===== src/rtl/regfile_defs.sv =====
// Shared definitions for the 2R1W register file: clear-sweep state encodings and the reset/clear value.
// No logic, so no latency.
// No flow control of its own.
package regfile_defs;

    typedef enum logic [1:0] {
        IDLE  = 2'b00,
        SWEEP = 2'b01,
        DONE  = 2'b10
    } clr_state_e;

    localparam int unsigned ZERO_VAL = 0;

endpackage


===== src/rtl/regfile_clear_fsm.sv =====
// Clear sequencer: once started by a request, it walks every entry index and drives a zero-write strobe for each one.
// Latency: busy rises 1 cycle after clr_req and stays high for NUM_REGS cycles; the done pulse comes 1 cycle after busy falls.
// Backpressure: clr_req is ignored while a sweep is busy or in its done cycle, and no request is queued.
module regfile_clear_fsm
    import regfile_defs::*;
#(
    parameter int NUM_REGS = 4,
    localparam int ADDR_W = $clog2(NUM_REGS)
) (
    input  logic              clk,
    input  logic              rst_n,
    input  logic              clr_req,
    output logic              clr_busy,
    output logic              clr_done,
    output logic              sweep_we,
    output logic [ADDR_W-1:0] sweep_addr
);

    localparam logic [ADDR_W-1:0] LAST = ADDR_W'(NUM_REGS - 1);

    clr_state_e        state;
    logic [ADDR_W-1:0] cnt;

    always_ff @(posedge clk or negedge rst_n) begin
        if (!rst_n) begin
            state    <= IDLE;
            cnt      <= '0;
            clr_busy <= 1'b0;
            clr_done <= 1'b0;
        end else begin
            clr_done <= 1'b0;
            case (state)
                IDLE: begin
                    if (clr_req) begin
                        state    <= SWEEP;
                        cnt      <= '0;
                        clr_busy <= 1'b1;
                    end
                end
                SWEEP: begin
                    // Stop on the last real entry, so a non-power-of-2 depth never walks into unused codes.
                    if (cnt == LAST) begin
                        state    <= DONE;
                        cnt      <= '0;
                        clr_busy <= 1'b0;
                    end else begin
                        cnt <= cnt + 1'b1;
                    end
                end
                DONE: begin
                    state    <= IDLE;
                    clr_done <= 1'b1;
                end
                default: begin
                    state    <= IDLE;
                    cnt      <= '0;
                    clr_busy <= 1'b0;
                end
            endcase
        end
    end

    assign sweep_we   = (state == SWEEP);
    assign sweep_addr = cnt;

endmodule


===== src/rtl/regfile_2r1w.sv =====
// 2-read/1-write register file with write-first forwarding, an optional hardwired-zero entry 0 and a sweeping clear.
// Latency: reads are registered, so data appears 1 cycle after re_x; a write is visible on the next edge, or in the same cycle through forwarding.
// Backpressure: none; writes made while clearing, out of range, or to the zero register are dropped and flagged on wr_err.
module regfile_2r1w
    import regfile_defs::*;
#(
    parameter int DATA_W   = 8,
    parameter int NUM_REGS = 4,
    parameter bit ZERO_REG = 1'b0,
    localparam int ADDR_W  = $clog2(NUM_REGS)
) (
    input  logic              clk,
    input  logic              rst_n,
    input  logic              we,
    input  logic [ADDR_W-1:0] waddr,
    input  logic [DATA_W-1:0] wdata,
    input  logic              re_a,
    input  logic [ADDR_W-1:0] raddr_a,
    output logic [DATA_W-1:0] rdata_a,
    output logic              rvalid_a,
    input  logic              re_b,
    input  logic [ADDR_W-1:0] raddr_b,
    output logic [DATA_W-1:0] rdata_b,
    output logic              rvalid_b,
    input  logic              clr_req,
    output logic              clr_busy,
    output logic              clr_done,
    output logic              wr_err
);

    localparam logic [DATA_W-1:0] ZERO_DAT = DATA_W'(ZERO_VAL);

    logic [DATA_W-1:0] mem [NUM_REGS];
    logic              sweep_we;
    logic [ADDR_W-1:0] sweep_addr;
    logic              wr_ok;
    logic [DATA_W-1:0] rd_a;
    logic [DATA_W-1:0] rd_b;

    regfile_clear_fsm #(.NUM_REGS(NUM_REGS)) u_clear_fsm (
        .clk        (clk),
        .rst_n      (rst_n),
        .clr_req    (clr_req),
        .clr_busy   (clr_busy),
        .clr_done   (clr_done),
        .sweep_we   (sweep_we),
        .sweep_addr (sweep_addr)
    );

    function automatic logic in_range(input logic [ADDR_W-1:0] addr);
        return 32'(addr) < NUM_REGS;
    endfunction

    function automatic logic is_zero_reg(input logic [ADDR_W-1:0] addr);
        return ZERO_REG && (addr == '0);
    endfunction

    assign wr_ok = we && !clr_busy && in_range(waddr) && !is_zero_reg(waddr);

    // Read path: the whole file reads as zero while a sweep is running, and an accepted write to the read address wins over storage.
    function automatic logic [DATA_W-1:0] read_mux(input logic [ADDR_W-1:0] addr);
        logic [DATA_W-1:0] val;
        val = ZERO_DAT;
        if (!clr_busy && in_range(addr) && !is_zero_reg(addr)) begin
            if (wr_ok && (waddr == addr)) begin
                val = wdata;
            end else begin
                for (int i = 0; i < NUM_REGS; i++) begin
                    if (addr == ADDR_W'(i)) val = mem[i];
                end
            end
        end
        return val;
    endfunction

    assign rd_a = read_mux(raddr_a);
    assign rd_b = read_mux(raddr_b);

    always_ff @(posedge clk or negedge rst_n) begin
        if (!rst_n) begin
            for (int i = 0; i < NUM_REGS; i++) mem[i] <= ZERO_DAT;
        end else begin
            for (int i = 0; i < NUM_REGS; i++) begin
                if (sweep_we && (sweep_addr == ADDR_W'(i))) begin
                    mem[i] <= ZERO_DAT;
                end else if (wr_ok && (waddr == ADDR_W'(i))) begin
                    mem[i] <= wdata;
                end
            end
        end
    end

    always_ff @(posedge clk or negedge rst_n) begin
        if (!rst_n) begin
            rdata_a  <= ZERO_DAT;
            rdata_b  <= ZERO_DAT;
            rvalid_a <= 1'b0;
            rvalid_b <= 1'b0;
            wr_err   <= 1'b0;
        end else begin
            rvalid_a <= re_a;
            rvalid_b <= re_b;
            if (re_a) rdata_a <= rd_a;
            if (re_b) rdata_b <= rd_b;
            wr_err <= we && !wr_ok;
        end
    end

endmodule

===== config.mk =====
export PLATFORM = sky130hd
export DESIGN_NAME = regfile_2r1w
export DESIGN_NICKNAME = d
export VERILOG_FILES = /design/src/rtl/regfile_defs.sv /design/src/rtl/regfile_clear_fsm.sv /design/src/rtl/regfile_2r1w.sv
export SDC_FILE = /design/constraint.sdc
export NUM_CORES = 1
export LEC_CHECK = 0
export BUFFER_PORTS_ARGS = -buffer_cell sky130_fd_sc_hd__buf_2
export CORE_ASPECT_RATIO = 0.75
export CORE_MARGIN = 2
export CORE_UTILIZATION = 58
export CTS_BUF_LIST = sky130_fd_sc_hd__clkbuf_16
export DETAILED_ROUTE_END_ITERATION = 16
export HOLD_SLACK_MARGIN = 0.12
export PLACE_DENSITY = 0.8
export SLEW_MARGIN = 20
export SYNTH_ARGS = -nofsm -noshare
export SYNTH_HDL_FRONTEND = slang
export SYNTH_HIERARCHICAL = 1
export SYNTH_SLANG_ARGS = --single-unit

===== constraint.sdc =====
create_clock -name clk -period 1.7 [get_ports clk]
set_input_delay 0.17 -clock clk [delete_from_list [all_inputs] [get_ports clk]]
set_output_delay 0.17 -clock clk [all_outputs]
set_load 0.01 [all_outputs]

== Word level (Yosys, flattened, before mapping) ==
Index checks and enable logic that the tools add are counted.

* Bits in registers: 57
* Output and inout bits: 21
* Logic and storage cells: 89

* Add/sub/neg operators: 1
* Equality and inequality tests: 18
* Multiplexer cells: 30
* Bitwise operators: 1
* Reduce and logical (&&, ||, !) cells: 26

{| class="wikitable"
|+ Operators with widths
! operator !! number
|-
| two-way mux 8 bit || 20
|-
| == test 2 bit, second input constant || 9
|-
| logical AND 1 bit || 12
|-
| == test 2 x 1 -> 1 bit, second input constant || 5
|-
| zero test 2 bit || 5
|-
| two-way mux 2 bit || 4
|-
| nonzero test 2 bit || 4
|-
| case mux 2 bit (3 select lines) || 1
|-
| == test 2 bit || 2
|-
| case mux 2 bit (2 select lines) || 1
|-
| AND reduction 2 bit || 2
|-
| two-way mux 1 bit || 3
|-
| case mux 1 bit (3 select lines) || 1
|-
| AND reduction 3 bit || 1
|-
| adder 2 x 1 -> 2 bit, second input constant || 1
|-
| zero test 1 bit || 2
|-
| inequality test 2 x 1 -> 1 bit, second input constant || 1
|-
| inequality test 2 bit, second input constant || 1
|-
| inverter 1 bit || 1
|}

== Logic depth before layout (Yosys ltp) ==
Gate-level depths: netlist of the first run.

* Depth in word-level cells: 7
* Depth in mapped cells: 5
* Depth with buffers taken out: 4

== Hierarchy ==
The synthesis of the first run kept the hierarchy.

{| class="wikitable"
|+ By module, submodules not included
! module !! times used !! cells an instance !! area each (um^2)
|-
| regfile_2r1w || 1 || 251 || 2975.4
|-
| regfile_clear_fsm || 1 || 23 || 250.2
|}

== Worst setup path after synthesis of the first run ==
Ideal clock, no wire load.

* Path kind: register -> register
* Start point: reg u_clear_fsm.clr_busy
* End point: reg mem[24] (netlist bit)
* Arrival time: 1.322 ns
* Slack: 0.221 ns
* Stages on the path, launching flop included: 5
* Buffers on the path: 1
* Period minus slack after synthesis: 1.479 ns
* Cells stage by stage: dfrtp_1 -> or4b_1 -> clkbuf_1 -> nand2_1 -> a21oi_1

* Word-level cells in the longest chain between the ends: 4

{| class="wikitable"
|+ Ends and longest elaborated chain
! item !! line !! RTL
|-
| start, declared || regfile_clear_fsm.sv:13 || <nowiki>output logic clr_busy,</nowiki>
|-
| start signal, assigned || regfile_clear_fsm.sv:28 || <nowiki>clr_busy <= 1'b0;</nowiki>
|-
| start signal, assigned || regfile_clear_fsm.sv:37 || <nowiki>clr_busy <= 1'b1;</nowiki>
|-
| start signal, assigned || regfile_clear_fsm.sv:45 || <nowiki>clr_busy <= 1'b0;</nowiki>
|-
| zero test 1 bit || n/a ||
|-
| logical AND 1 bit || regfile_2r1w.sv:58 || <nowiki>assign wr_ok = we && !clr_busy && in_range(waddr) && !is_zero_reg(waddr);</nowiki>
|-
| logical AND 1 bit || regfile_2r1w.sv:86 || <nowiki>end else if (wr_ok && (waddr == ADDR_W'(i))) begin</nowiki>
|-
| nonzero test 2 bit (no source line) || n/a ||
|-
| end signal, assigned by index || regfile_2r1w.sv:87 || <nowiki>mem[i] <= wdata;</nowiki>
|-
| end, declared || regfile_2r1w.sv:33 || <nowiki>logic [DATA_W-1:0] mem [NUM_REGS];</nowiki>
|}

No other way between the ends.
A chain may end at the register's enable or synchronous reset.

== Worst setup path in the final report of the first run ==
* Start point: reg u_clear_fsm.clr_busy
* End point: reg mem[27] (netlist bit)

The elaborated chain is that of the path after synthesis.

==> results of run 1 <==
through the flow:
step / hold WS (ps) / utilization [%] / power [mW]
after floorplan: -125.6 / - / 3.354
after global placement: 193.8 / 65.54 / 3.894
after detailed placement: 193.5 / 65.54 / 3.974
after CTS: 141.0 / 70.85 / 5.593
after global routing: 156.5 / 70.85 / 5.889
final: 152.3 / 70.85 / 5.580
worst max-delay path, delay by kind of cell, from the launching register on:
family	cells	cell delay (ps)
compound gates	1	170
simple gates	2	640
buf+inv	1	190
flops	1	420
worst min-delay path by stage:
| stage | from | endpoint | slack, ps | cells after the start |
|---|---|---|---|---|
| 2_1_floorplan | rst_n | mem[0] | -130 | 0 |
| 3_3_place_gp | rst_n | rvalid_b | 190 | 2 |
| 3_5_place_dp | rst_n | rvalid_b | 190 | 2 |
| 4_1_cts | wdata[6] | mem[30] | 140 | 3 |
| 5_1_grt | wdata[6] | mem[6] | 160 | 3 |
| 6_report | wdata[6] | mem[6] | 150 | 3 |
repair_timing:
action | in CTS | in global routing
gates resized for setup | 0 | 0
hold endpoints to repair | 58 | 0
hold buffers | 2 | 0
synthesized netlist by cell type, drive strengths merged:
cell type	n
clkbuf	7
a211oi	1
nand3b	16
and2	2
or3	2
nor4b	1
nor2	22
and2b	1
nor3b	1
o21ai	2
and3	1
o311ai	16
nand2b	18
mux2i	16
and3b	1
o211ai	16
a21oi	16
nor4bb	1
buf	12
dfrtp	57
a22o	1
ha	1
or4b	1
nand4b	1
nor2b	4
xor2	4
and4b	1
nand2	35
mux4	16
and4bb	1
state kept, by name (all words and copies together) (netlist names), 2 cells and up:
signal                  count
mem                        32
rdata_a                     8
rdata_b                     8
u_clear_fsm/state           2
u_clear_fsm/sweep_addr      2
area by class of cell:
class                   count  area [um2]  area share, %
multi-input cells         198        1685          44.44
flip-flops and latches     57        1426          37.61
repair buffers             54       322.8          8.512
clock buffers               9       225.2          5.939
well taps                  75       93.84          2.474
clock inverters             7       38.79          1.023
logic make-up after synthesis:
family          Yosys count  share of synthesized area, %
buf+inv                  19                         3.724
flops                    57                         44.22
compound gates           52                         13.85
xor+xnor                  4                         2.715
simple gates            109                         18.97
mux                      32                         16.14
fa+ha+maj                 1                        0.3878
routing by layer:
metal	vias to the layer above	share of wire, %	global-route usage, %
met3	18	6.8	7.391
met2	94	44	40.23
met5	-	0	0
met4	0	2.5	13.85
met1	1196	47	36.89
li1	1106	-	-
power groups by stage:
| stage | Clock (mW) | Combinational, mW | Sequential [mW] |
|---|---|---|---|
| detailed placement | 0 | 1.78 | 2.19 |
| floorplan | 0 | 1.22 | 2.13 |
| global route | 1.65 | 1.99 | 2.25 |
| global placement | 0 | 1.72 | 2.17 |
| CTS | 1.60 | 1.81 | 2.19 |
| finish | 1.57 | 1.80 | 2.21 |
==> metrics.txt, run 1 <==
Worst R2R Start=u_clear_fsm/clr_busy; Setup TNS=0 ps; Hold Crit Class=in -> reg; Starting DRT DRC Count=95; Netlist cell types=35; Worst R2R Setup Slack=200 ps; die width=90.11 um; Setup WS pre-CTS=161.3 ps; leakage power=1.680 nW; largest cells by area after synthesis=dfrtp_1 44%, mux4_2 11%, o211ai_2 6.2%; Fin. Hold Viols=0; RSZ-0062 raised after global routing=no; vias in the first global route=2,262; Startpoint Class=flip-flop; Clock H-tree levels=3; nets=341; status=finished, final reports clean; post-synthesis cell count=274; Core ar.=0.005353 mm2; Worst slew margin=65.96%; gpl congestion=0.8831; Cell Pwr Density=1471 mW/mm2; GR Overflow Total=0; Final Setup Violations=0; DP Area=0.003508 mm2; die height=68.59 um; CP Class=reg -> reg; Worst EP required=1950 ps; Cells after DPL=382; Critical Path End=mem[27]; reg2reg end=mem[27]; row cnt=23; syn nets=295; Crit Path Max Fanout=8; crit path time final=1502 ps; CP peak stage delay=520 ps; sequential power share=39.5%; Root Buffer=clkbuf_16; YS warnings=6; FILL cells=399; Synth Register Bits=57; skew final=6.601 ps; Internal=3.649 mW; largest net degree at the start of global routing=58; GR Util All Layers=26.92%; syn_area_per_cell=11.77 um2; Yosys top cell area share=44.22%; total CTS buffers=9; Synth area leader=dfrtp_1; worst r2r path cells=4; WL final=7608 um; Worst Path Arrival=1750 ps; post-route design area=0.003792 mm2; commonest non-fill, non-tap cell in the layout=dfrtp_1; Finished Layout Cells=400; Switching Share=34.60%; Net Switching=1.930 mW; worst skew pair latency=330 ps; antenna-violating nets left=0; slowest stage cell, crit path=nor4b_4; ratio of cells with drive above 1 in the final layout=32.92%; fmax=665.7 MHz; Die ar.=0.006180 mm2; most frequent cells in the layout=57 x dfrtp_1, 40 x buf_2, 35 x nand2_1, 22 x nor2_1, 17 x nand2b_1; mean routed wirelength per cell=19.02 um; first-pass GRT wire length=12,250 um; drt pass-1 iters=4; Mapped Area=0.003226 mm2; period utilisation layout=88.36%; max-slew violation count=0; Worst Tran Pin Value=508.5 ps; initial antenna violation count=0; clk slew on worst S/H paths=50 ps; post-route worst setup slack=197.9 ps; starting density of the core=60.26%; Seq/Total Area, Yosys=44.22%; Comb pwr share=32.2%; clock sink count=57; Antenna Cells=0; P&R area growth vs syn=17.57%; Critical Path Start=u_clear_fsm/clr_busy; VDD IR-drop max=1.151 mV; kind of end point of the critical path=flip-flop; Max Cap Viol=0; number of I/O pins=41; # Post-CTS Setup Buffers=0; routed vias/inst=6.035; clock network power share=28.2%; CTS tree=built; worst path cell trace=buf_4 > nor4b_4 > nand2_1 > a21oi_1; clk buf depth=2; Port-buffer cells=40; vias after detailed routing=2,414; DP HPWL=5282 um; number of remaining DRC errors=0
Power figures use the tool's default switching activity.
==> run 2: changes to the inputs <==
Settings changed: BUFFER_PORTS_ARGS -buffer_cell sky130_fd_sc_hd__buf_2 to -buffer_cell sky130_fd_sc_hd__buf_4, CORE_ASPECT_RATIO 0.75 to 1.75.
==> metrics.txt, run 2 (synthesis results as in run 1) <==
status=finished, final reports clean (unchanged); worst skew pair latency=330 ps (about the same); number of remaining DRC errors=0 (unchanged); DP Area=0.003560 mm2 (was 0.003508 mm2); Finished Layout Cells=398 (was 400); largest net degree at the start of global routing=58 (unchanged); Clock H-tree levels=3 (unchanged); GR Overflow Total=0 (unchanged); Starting DRT DRC Count=152 (was 95); period utilisation layout=91.62% (was 88.36%); mean routed wirelength per cell=18.24 um (was 19.02 um); antenna-violating nets left=0 (unchanged); worst hold endpoint=mem[27] (was mem[6]); routed vias/inst=5.882 (was 6.035); starting density of the core=59.18% (was 60.26%); skew final=4.837 ps (was 6.601 ps); post-layout util=71.12% (was 70.85%); ratio of cells with drive above 1 in the final layout=30.75% (was 32.92%); WL final=7260 um (was 7608 um); commonest non-fill, non-tap cell in the layout=dfrtp_1 (unchanged); die height=102.7 um (was 68.59 um); vias in the first global route=2,408 (was 2,262); uppermost layer routed=met4 (unchanged); CP peak stage delay=470 ps (was 520 ps); gpl congestion=0.8381 (was 0.8831); initial antenna violation count=0 (unchanged); Worst Tran Pin Value=716.8 ps (was 508.5 ps); CTS tree=built (unchanged); Worst Path Buf+Inv=1 (unchanged); Top reg by flops=mem (unchanged); drt pass-1 iters=4 (unchanged); Setup WS pre-CTS=65.22 ps (was 161.3 ps); fmax=642.1 MHz (was 665.7 MHz); most frequent cells in the layout=57 x dfrtp_1, 47 x buf_4, 35 x nand2_1, 22 x nor2_1, 17 x nand2b_1 (was 57 x dfrtp_1, 40 x buf_2, 35 x nand2_1, 22 x nor2_1, 17 x nand2b_1); Power, Total=5.520 mW (was 5.580 mW); RSZ-0062 raised after global routing=no (unchanged); Cell Pwr Density=1424 mW/mm2 (was 1471 mW/mm2); reg2reg end=rdata_b[6] (was mem[27]); worst path cell trace=buf_4 > nor2b_1 > o311ai_1 > o211ai_2 (was buf_4 > nor4b_4 > nand2_1 > a21oi_1); slowest stage cell, crit path=nor2b_1 (was nor4b_4); Final Setup Violations=0 (unchanged); total CTS buffers=9 (unchanged); worst hold path depth=3 (unchanged); max-slew violation count=0 (unchanged); Fin. Hold Viols=0 (unchanged); Crit Path Max Fanout=8 (unchanged); Cells after DPL=378 (was 382); critical path depth in cells=4 (unchanged); Root Buffer=clkbuf_16 (unchanged); Startpoint Class=flip-flop (unchanged); Hold Crit Class=in -> reg (unchanged); post-route worst setup slack=142.5 ps (was 197.9 ps); kind of end point of the critical path=flip-flop (unchanged); DR WL met3=258 um (was 515 um); clock sink count=57 (unchanged); Worst Path Arrival=1810 ps (was 1750 ps); leading registers by flop count=mem: 32 flops, rdata_a: 8 flops, rdata_b: 8 flops (unchanged); DP HPWL=5357 um (was 5282 um); Worst EP required=1960 ps (was 1950 ps); Worst R2R Start=u_clear_fsm/clr_busy (unchanged); leakage power=1.689 nW (was 1.680 nW); post-route design area=0.003876 mm2 (was 0.003792 mm2); WL met2=3871 um (was 3357 um); Critical Path Start=u_clear_fsm/clr_busy (unchanged); number of flip-flops in the largest register=32 (unchanged); Max Cap Viol=0 (unchanged); Port-buffer cells=40 (unchanged); clk slew on worst S/H paths=50 ps (about the same); P&R area growth vs syn=20.17% (was 17.57%); met1 wire length=2785 um (was 3546 um); Final Hold Slack=128.6 ps (was 152.3 ps); nets=340 (was 341); number of I/O pins=41 (unchanged); clk buf depth=2 (unchanged); die width=60.38 um (was 90.11 um); CP Class=reg -> reg (unchanged); VDD IR-drop max=0.9033 mV (was 1.151 mV); worst r2r path cells=4 (unchanged); GR Util All Layers=27.43% (was 26.92%); Top Family by Delay on Critical Path=simple AND/OR/NAND/NOR gates (unchanged); Antenna Cells=0 (unchanged); Worst R2R Setup Slack=140 ps (was 200 ps); hold_sp=wdata[3] (was wdata[6]); Core ar.=0.005450 mm2 (was 0.005353 mm2); Die ar.=0.006198 mm2 (was 0.006180 mm2); vias after detailed routing=2,341 (was 2,414); Setup TNS=0 ps (unchanged); row cnt=36 (was 23); crit path time final=1558 ps (was 1502 ps); Worst slew margin=52.21% (was 65.96%); first-pass GRT wire length=12,040 um (was 12,250 um); # Post-CTS Setup Buffers=0 (unchanged)
run 2: worst reg2reg max path, cell delays in order (launching register included):
cell and delay [ps]:
dfrtp_1 450, buf_4 190, nor2b_1 470, o311ai_1 250
o211ai_2 120
run 2: cell type report:
class                   count  area [um2]
well taps                  76       95.09
fillers                   418        1574
flip-flops and latches     57        1426
clock inverters             5       18.77
repair buffers             53       412.9
clock buffers               9       225.2
multi-input cells         198        1698
run 2: timing repair:
| action | 4_1_cts | 5_1_grt |
|---|---|---|
| hold buffers | 6 | 0 |
| endpoints found under the hold margin | 64 | 0 |
| setup endpoints to repair | 0 | 15 |
| gates resized for setup | 0 | 3 |
run 2: routing by layer:
layer  GRT usage [%]  vias up
met5               0        -
met4           18.63        0
met3           6.148       27
met2           45.40       69
met1           30.55     1140
li1                -     1105
run 2: worst max path at each step:
stage                       endpoint  slack, ps
after floorplan              mem[24]        220
after global placement    rdata_a[2]        140
after detailed placement  rdata_b[0]         70
after CTS                 rdata_a[5]         50
after global routing         mem[14]         60
final                     rdata_b[6]        140
run 2: power breakdown:
group / internal, mW / switching [mW]
Sequential: 1.81 / 0.368
Clock: 0.935 / 0.555
Combinational: 0.956 / 0.901
Total: 3.70 / 1.82
==> run 3: changes to the inputs <==
Settings changed: REMOVE_ABC_BUFFERS set to 1.
==> metrics.txt, run 3 (synthesis results as in run 1) <==
RSZ-0062 raised after global routing=no (unchanged); number of flip-flops in the largest register=32 (unchanged); max-slew violation count=0 (unchanged); die width=60.38 um (unchanged); kind of end point of the critical path=flip-flop (unchanged); Hold Crit Class=in -> reg (unchanged); Antenna Cells=0 (unchanged); clock sink count=57 (unchanged); FILL cells=391 (was 418); Finished Layout Cells=399 (was 398); Starting DRT DRC Count=106 (was 152); starting density of the core=59.18% (unchanged); period utilisation layout=93.42% (was 91.62%); # Post-CTS Setup Buffers=0 (unchanged); number of I/O pins=41 (unchanged); Clock H-tree levels=3 (unchanged); Reg area=0.001426 mm2 (unchanged); fmax=629.7 MHz (was 642.1 MHz); commonest non-fill, non-tap cell in the layout=dfrtp_1 (unchanged); post-layout util=72.31% (was 71.12%); clk slew on worst S/H paths=50 ps (about the same); Crit Path Max Fanout=18 (was 8); largest net degree at the start of global routing=58 (unchanged); most frequent cells in the layout=57 x dfrtp_1, 48 x buf_4, 35 x nand2_1, 22 x nor2_1, 17 x nand2b_1 (was 57 x dfrtp_1, 47 x buf_4, 35 x nand2_1, 22 x nor2_1, 17 x nand2b_1); skew final=7.318 ps (was 4.837 ps); nets=339 (was 340); GR Overflow Total=0 (unchanged); CP Class=reg -> reg (unchanged); Port-buffer cells=40 (unchanged); first-pass GRT wire length=11,870 um (was 12,040 um); GR Util All Layers=26.90% (was 27.43%); DP HPWL=5296 um (was 5357 um); initial antenna violation count=0 (unchanged); row cnt=36 (unchanged); Worst slew margin=52.31% (was 52.21%); drt pass-1 iters=4 (unchanged); mean routed wirelength per cell=18.42 um (was 18.24 um); worst skew pair latency=330 ps (about the same); number of remaining DRC errors=0 (unchanged); Cells after DPL=379 (was 378); vias in the first global route=2,436 (was 2,408); antenna-violating nets left=0 (unchanged); Cell Pwr Density=1530 mW/mm2 (was 1424 mW/mm2); leading registers by flop count=mem: 32 flops, rdata_a: 8 flops, rdata_b: 8 flops (unchanged); Setup TNS=0 ps (unchanged); die height=102.7 um (unchanged); multi-input logic area=0.001685 mm2 (was 0.001698 mm2); ratio of cells with drive above 1 in the final layout=31.27% (was 30.75%); CTS tree=built (unchanged); Power, Total=6.032 mW (was 5.520 mW); vias after detailed routing=2,396 (was 2,341); Root Buffer=clkbuf_16 (unchanged); Worst EP required=1940 ps (was 1960 ps); total CTS buffers=9 (unchanged); Worst Path Arrival=1830 ps (was 1810 ps); P&R area growth vs syn=22.19% (was 20.17%); routed vias/inst=6.005 (was 5.882); Die ar.=0.006198 mm2 (unchanged); Fin. Hold Viols=0 (unchanged); Top reg by flops=mem (unchanged); Core ar.=0.005450 mm2 (unchanged); VDD IR-drop max=0.9481 mV (was 0.9033 mV); Final Setup Violations=0 (unchanged); Max Cap Viol=0 (unchanged); gpl congestion=0.8574 (was 0.8381); Worst Tran Pin Value=715.3 ps (was 716.8 ps); crit path time final=1588 ps (was 1558 ps); leakage power=1.710 nW (was 1.689 nW); WL final=7351 um (was 7260 um); clk buf depth=2 (unchanged); Startpoint Class=flip-flop (unchanged); status=finished, final reports clean (unchanged)
-- run 3: cell types whose count changed in the layout (fill, tap and decap cells not counted) --
cell / before / now
clkinv_1: 2 / 3
or3_1: 0 / 2
buf_4: 47 / 48
nor2b_1: 3 / 4
dlygate4sd3_1: 6 / 4
bufinv_16: 0 / 3
inv_1: 3 / 0
clkinvlp_4: 0 / 1
or3_4: 2 / 0
nor2b_2: 1 / 0
-- run 3: path summary, 6_finish.rpt --
kind                                      start          to  slack (ps)  depth (start not counted)
hold / removal                         wdata[2]      mem[2]         130                          3
setup reg to reg           u_clear_fsm/clr_busy  rdata_a[6]         110                          3
min in group asynchronous                 rst_n     mem[23]         450                          2
max in group asynchronous                 rst_n  rdata_a[6]         780                          2
hold reg to reg                      rdata_a[3]  rdata_a[3]         500                          2
setup / recovery           u_clear_fsm/clr_busy  rdata_a[6]         110                          3
-- run 3: final cells by class --
| type | instances | share of cell area (%) |
|---|---|---|
| clock inverter | 7 | 2.762 |
| tap | 76 | 2.413 |
| multi-input combinational | 198 | 42.76 |
| clock buffer | 9 | 5.714 |
| timing repair buffer | 52 | 10.16 |
| sequential | 57 | 36.19 |
-- run 3: power breakdown --
part | internal, mW | switching (mW)
Sequential | 1.80 | 0.358
Clock | 1.41 | 0.600
Combinational | 0.943 | 0.914
Total | 4.16 | 1.87
-- run 3: critical path, stage by stage (launching register included) --
cell and delay [ps]:
dfrtp_1 400, nand2b_4 230, or3_1 610, o211ai_2 260
-- run 3: routing by layer --
metal | routed length, um | part of all wire (%) | GRT usage, %
met2 | 4056 | 55 | 45.57
met1 | 2684 | 37 | 29.31
met3 | 305 | 4.1 | 6.148
met5 | 0 | 0 | 0
met4 | 305 | 4.1 | 17.26
-- run 3: timing repair --
action	in CTS	in global routing
hold buffers	4	0
resized for setup	0	0
hold endpoints to repair	60	0
-- run 3: stage by stage --
stage	instance area [um2]	setup slack (ps)	hold WS (ps)
global placement	3567	193.8	261.0
detailed placement	3567	162.7	267.4
global route	3941	19.21	138.3
finish	3941	111.8	127.3
floorplan	3105	-636.0	-125.6
CTS	3941	105.1	125.7
